===== src/rtl/adder_4bit_if.sv =====
// rtl/adder_4bit_if.sv - operand/result bundle for the registered 4-bit adder
interface adder_4bit_if;
    logic [3:0] A;
    logic [3:0] B;
    logic       Cin;
    logic       Cout;
    logic [3:0] Sum;

    modport master (
        output A,
        output B,
        output Cin,
        input  Cout,
        input  Sum
    );

    modport slave (
        input  A,
        input  B,
        input  Cin,
        output Cout,
        output Sum
    );
endinterface


===== src/rtl/adder_4bit.sv =====
// rtl/adder_4bit.sv - 4-bit carry-lookahead adder with a registered {Cout, Sum}
module adder_4bit (
    input  logic        clk,
    input  logic        rst_n,
    adder_4bit_if.slave bus
);
    logic [3:0] g;
    logic [3:0] p;
    logic [4:0] c;
    logic [3:0] sum_d;
    logic       cout_d;
    logic [3:0] sum_q;
    logic       cout_q;

    assign g = bus.A & bus.B;
    assign p = bus.A ^ bus.B;

    // Each carry is a flat sum of products of g, p and Cin so no carry waits on another.
    assign c[0] = bus.Cin;
    assign c[1] = g[0] | (p[0] & bus.Cin);
    assign c[2] = g[1] | (p[1] & g[0]) | (p[1] & p[0] & bus.Cin);
    assign c[3] = g[2] | (p[2] & g[1]) | (p[2] & p[1] & g[0])
                | (p[2] & p[1] & p[0] & bus.Cin);
    assign c[4] = g[3] | (p[3] & g[2]) | (p[3] & p[2] & g[1])
                | (p[3] & p[2] & p[1] & g[0])
                | (p[3] & p[2] & p[1] & p[0] & bus.Cin);

    assign sum_d  = p ^ c[3:0];
    assign cout_d = c[4];

    always_ff @(posedge clk) begin
        if (!rst_n) begin
            sum_q  <= 4'b0000;
            cout_q <= 1'b0;
        end else begin
            sum_q  <= sum_d;
            cout_q <= cout_d;
        end
    end

    assign bus.Sum  = sum_q;
    assign bus.Cout = cout_q;
endmodule


===== src/flat_wrapper.sv =====
// flat-port wrapper written by rule: the top's interface ports become plain ports
module adder_4bit_flat 
  (clk, rst_n, bus_A, bus_B, bus_Cin, bus_Cout, bus_Sum);
  adder_4bit_if bus_i ();
  input  logic clk;
  input  logic rst_n;
  input wire logic [$bits(bus_i.A)-1:0] bus_A;
  input wire logic [$bits(bus_i.B)-1:0] bus_B;
  input wire logic [$bits(bus_i.Cin)-1:0] bus_Cin;
  output wire logic [$bits(bus_i.Cout)-1:0] bus_Cout;
  output wire logic [$bits(bus_i.Sum)-1:0] bus_Sum;
  assign bus_i.A = bus_A;
  assign bus_i.B = bus_B;
  assign bus_i.Cin = bus_Cin;
  assign bus_Cout = bus_i.Cout;
  assign bus_Sum = bus_i.Sum;
  adder_4bit u_core (.clk(clk), .rst_n(rst_n), .bus(bus_i));
endmodule

===== config.mk =====
export PLATFORM = sky130hd
export DESIGN_NAME = adder_4bit_flat
export DESIGN_NICKNAME = d
export VERILOG_FILES = /design/src/rtl/adder_4bit_if.sv /design/src/rtl/adder_4bit.sv /design/src/flat_wrapper.sv
export SDC_FILE = /design/constraint.sdc
export NUM_CORES = 1
export LEC_CHECK = 0
export ABC_AREA = 1
export CAP_MARGIN = 10
export CORE_AREA = 4 4 41 43
export DETAILED_ROUTE_END_ITERATION = 10
export DIE_AREA = 0 0 45 47
export PLACE_DENSITY = 0.55
export SLEW_MARGIN = 20
export SYNTH_ARGS = -nofsm -noshare
export SYNTH_HDL_FRONTEND = slang
export SYNTH_SLANG_ARGS = --single-unit

===== constraint.sdc =====
create_clock -name clk -period 1.7 [get_ports clk]
set_clock_uncertainty 0.2 [all_clocks]
set_input_delay 0.34 -clock clk [delete_from_list [all_inputs] [get_ports clk]]
set_output_delay 0.34 -clock clk [all_outputs]
set_load 0.02 [all_outputs]

# Word level (Yosys, flattened, before mapping)
# Index checks and enable logic that the tools add are counted.
[word_totals]
output_inout_bits = 5
reg_bits = 5
wordCells = 31
in_bits = 11
[op_classes]
bitwise_logic = 29
[op_table]
columns = ["operator", "count"]
rows = [
  ["1-bit AND", 16],
  ["1-bit bitwise OR", 10],
  ["4-bit bitwise XOR", 2],
  ["4-bit AND", 1],
]

# Logic depth before layout (Yosys ltp)
[depth]
ltp_word = 6
ltp_mapped = 7
mapped_depth_nobuf = 7

# Worst setup path before layout
# OpenSTA, ideal clock, no wires.
[synth_path]
path_type = "in2reg"
startpoint = "in bus_B[2]"
endpoint = "reg u_core.sum_q[3], in the netlist u_core.bus.Sum[3]"
setup_time_ps = 115
stages = 6
required_ps = 1385
t_arrival_ps = 1079
path_slack_ps = 306
n_path_buf = 0
path_cell_list = "ha_1 -> or2_0 -> nand2_1 -> nand3_1 -> nand2_1 -> nor2_1"
[synth_between]
elab_chain_cells = 6
word_cells_on_any_way = 11
cone_classes = "bitwise: 11"
[synth_lines]
columns = ["item", "line", "source"]
rows = [
  ["start, declared", "flat_wrapper.sv:8", "input wire logic [$bits(bus_i.B)-1:0] bus_B;"],
  ["4-bit bitwise XOR", "adder_4bit.sv:16", "assign p = bus.A ^ bus.B;"],
  ["1-bit AND (on tied branches)", "adder_4bit.sv:22, adder_4bit.sv:23", ""],
  ["1-bit bitwise OR (tied with other cells)", "adder_4bit.sv:22", "assign c[3] = g[2] | (p[2] & g[1]) | (p[2] & p[1] & g[0])"],
  ["1-bit bitwise OR / 1-bit AND (equally long branches)", "adder_4bit.sv:22, adder_4bit.sv:23", ""],
  ["1-bit bitwise OR *", "adder_4bit.sv:23", "| (p[2] & p[1] & p[0] & bus.Cin);"],
  ["4-bit bitwise XOR *", "adder_4bit.sv:28", "assign sum_d = p ^ c[3:0];"],
  ["end signal, assigned", "adder_4bit.sv:36", "sum_q <= sum_d;"],
  ["end, declared", "adder_4bit.sv:12", "logic [3:0] sum_q;"],
]
# Every way passes the cells marked *; elsewhere a longest branch is shown, timed or not.
# A chain may end at the register's enable or synchronous reset.

# Final worst setup path
# Same ends and word-level chain as after synthesis.

==> results.md <==
- The routed design uses 58 um of met3 wire.
- In this run, synthesis produced a sequential element count of 5.
- sky130_fd_sc_hd__dfxtp_1 takes more of the synthesized area than any other cell.
- The synthesized design devotes to its leading area cell type 34.2% of total area.
- The largest incremental delay on the critical path is 0.40 ns.
- Measured against its own limit, the worst slew margin works out to 84.9%.
- The remaining antenna violation count is 0.
- STA classifies the critical path endpoint as a flip-flop.
- The die area is 2120 um2.
- Among the stages of the critical path, the cell type that occurs most often is sky130_fd_sc_hd__nand2_1.
- The placeable core area is 1300 um2.
- The critical path goes through clkdlybuf4s50_1 -> ha_1 -> or2_0 -> nand2_1 -> nand3_1 -> nand2_1 -> nor2_1.
- Setup repair after global routing left no endpoint under its margin.
- The first global-routing pass estimated 1080 um of wire.
- The tool flagged a number of max-cap violations equal to 0.
- Entering global routing, the biggest net connects 5 pins.
- In the post-synthesis netlist, the biggest area contributors are sky130_fd_sc_hd__dfxtp_1 (34%), sky130_fd_sc_hd__ha_1 (17%), sky130_fd_sc_hd__nor2_1 (9.0%).
- The mapped netlist covers 293 um2.
- Clock tree synthesis selected as its root buffer the cell sky130_fd_sc_hd__clkbuf_4.
- The worst path needs 1.62 ns of the cycle, external delays included.
- The count of cells along the worst hold path is 3.
- The max-slew violation total from the final report was 0.
- The filler cells instantiated in the layout total 155.
- The number of buffers inserted by port buffering is 15.
- The slew at the pin closest to its max-slew limit is 0.227 ns.
- The clock sink count is 5.
- The number of standard-cell rows in the floorplan is 13.
- The mean area per synthesized cell is 7.70 um2.
- In this run, the number of DRC markers left after iteration 0 of detailed routing was 1.
- The Yosys step of the flow raised 0 warnings.
- Dividing the final minimum period by the clock period gives 95.2%.
- The last weighted congestion value of the routability-driven placer is 0.746.
- The slowest stage of the critical path is the sky130_fd_sc_hd__clkdlybuf4s50_1 cell.
- The sequential-to-total area share from yosys stat is 34.2%.
- The setup path with the least slack is of type in -> reg.
- The number of iterations in the first detailed-routing pass is 3.
- The die boundary width is 45 um.
- Summed over all layers, the global routing overflow is 0.
- The number of antenna diodes in the final layout is 0.
- STA puts the critical path data arrival time at 1.55 ns.
- The worst setup path is launched from a primary input.
- The via count of the first global-routing pass is 304.
- The longest clock path from root to sink contains 2 buffers.
- TritonCTS built the clock tree.
- Along the worst path, the maximum fanout reaches 3.
- For this configuration, the core starts out at a cell density of 22.5%.
- Timing would allow up to 0.618 GHz.
- For this design, the CTS-stage hold fixing added 0 buffers.
- The count of final setup violators is 0.
- The detailed route wirelength on metal2 is 291 um.
- The total power divided by cell area is 741 nW/um2.
- At the worst endpoint, the required time is 1.63 ns.
- For this design the static power due to leakage is 0.320 nW.
- The area growth from synthesis to final layout is 81.2%.
- The number of instances in the synthesized netlist is 38.
- The fraction of final layout cells with drive strength greater than 1 is 11.5%.
- The number of different library cells in the post-synthesis netlist is 12.
- The total nets after synthesis is 54.
- The overall routing resource usage is 7.27%.
- The flow ran to the end, and the final reports show no timing, DRC or antenna violations.
- The final routed DRC violation total is 0.
- After detailed routing, the wire length on met1 is 259 um.
- The number of antenna violations at the first check in global routing came to 0.
- Summed over all layers, the routed wires come to 609 um.
- In this run the worst hold path is classified as in -> reg.
- After legalization and detailed placement, the total HPWL measured 532 um.
- For this run, the post-layout net count is 78.
- The number of top-level design ports is 16.
- CTS built an H-tree with a depth of 1.
- The final total power is 0.393 mW.
- Measured on the finished design, the core utilization comes to 40.8%.
- The total count of hold-check failures in the final report is 0.
- The detailed router placed 305 vias in this run.
- The number of vias per cell is 4.01.
- The maximum vdd ir drop is 179 uV.
- In the final routed layout, each cell accounts on average for 8.01 um.
- The die height is 47 um.
- The clock edge transition at the registers on the reported setup and hold paths is 0.04 ns.
- The number of buffers inserted during clock tree synthesis is 3.
- The highest signal layer in the routed design is met3.
## repair_timing
action                                 4_1_cts  5_1_grt
endpoints found under the hold margin        0        0
setup buffers                                0        0
gates resized for setup                      0        5
setup endpoints to repair                    0        5
## final timing paths
kind	startpoint	end	slack, ns
min	rst_n	u_core.bus.Sum[3]	0.53
max	bus_B[2]	u_core.bus.Sum[3]	0.08
## critical path: cells and delay by family
family / cells / cell delay [ns]
adders and majority gates: 1 / 0.33
and+or+nand+nor: 5 / 0.47
buffers and inverters: 1 / 0.40
## report_power, final
part	leakage [nW]	internal (mW)	switching (mW)
logic	0.263	0.0691	0.0577
clock network	0.0150	0.0885	0.0447
registers	0.0417	0.131	0.00230
total	0.320	0.288	0.105
## state kept, by name (all words and copies together) (netlist names)
register,flops
u_core.bus.Cout,1
u_core.bus.Sum,4
## metal layers
metal  track usage [%]  up-vias
met5                 0        -
met4              8.77        0
met3              1.15        0
met2              10.7       12
met1              8.20      125
li1                  -      168
## layout by cell type (no fill, tap or decap)
master	netlist	final
sky130_fd_sc_hd__nand3_1	3	3
sky130_fd_sc_hd__buf_4	0	4
sky130_fd_sc_hd__a21oi_1	2	2
sky130_fd_sc_hd__dlymetal6s2s_1	0	5
sky130_fd_sc_hd__clkdlybuf4s50_1	0	10
sky130_fd_sc_hd__clkbuf_4	0	3
sky130_fd_sc_hd__ha_1	4	4
sky130_fd_sc_hd__xor2_1	1	1
sky130_fd_sc_hd__nor2_1	7	7
sky130_fd_sc_hd__nand4_1	1	1
sky130_fd_sc_hd__fa_1	1	1
sky130_fd_sc_hd__or2_0	1	1
sky130_fd_sc_hd__clkbuf_1	0	1
sky130_fd_sc_hd__nand2_1	6	6
sky130_fd_sc_hd__inv_1	6	6
sky130_fd_sc_hd__o21ai_0	1	1
sky130_fd_sc_hd__dfxtp_1	5	5
## Yosys cell counts (all sizes together)
cell type  count
nor2           7
dfxtp          5
or2            1
inv            6
ha             4
nand2          6
fa             1
o21ai          1
nand4          1
nand3          3
xor2           1
a21oi          2
## cell type report
class	instances	area, um2	area share [%]
Clock buffer	4	26.3	4.95
Timing Repair Buffer	19	193	36.3
Multi-Input combinational cell	27	170	32.1
Tap cell	15	18.8	3.54
Sequential cell	5	100	18.9
Inverter	6	22.5	4.25
## kinds of logic (layout without fill, tap and decap cells)
kind of cell / after synthesis / in the layout / synth area share [%]
compound gates: 3 / 3 / 5.13
fa+ha+maj: 5 / 5 / 23.9
xor+xnor: 1 / 1 / 2.99
flops: 5 / 5 / 34.2
simple gates: 18 / 18 / 26.1
buf+inv: 6 / 29 / 7.69
## stage by stage
stage,setup slack [ns],cell area (um2),std cells,setup TNS (ns),hold slack (ns)
floorplan,0.306,293,38,0,0.261
global placement,-0.147,492,72,-0.460,0.788
detailed placement,-0.156,492,72,-0.452,0.781
CTS,0.0175,518,76,0,0.529
global route,0.0108,531,76,0,0.571
finish,0.0816,531,76,0,0.533
Note: power is estimated with default switching activity, not from simulation.
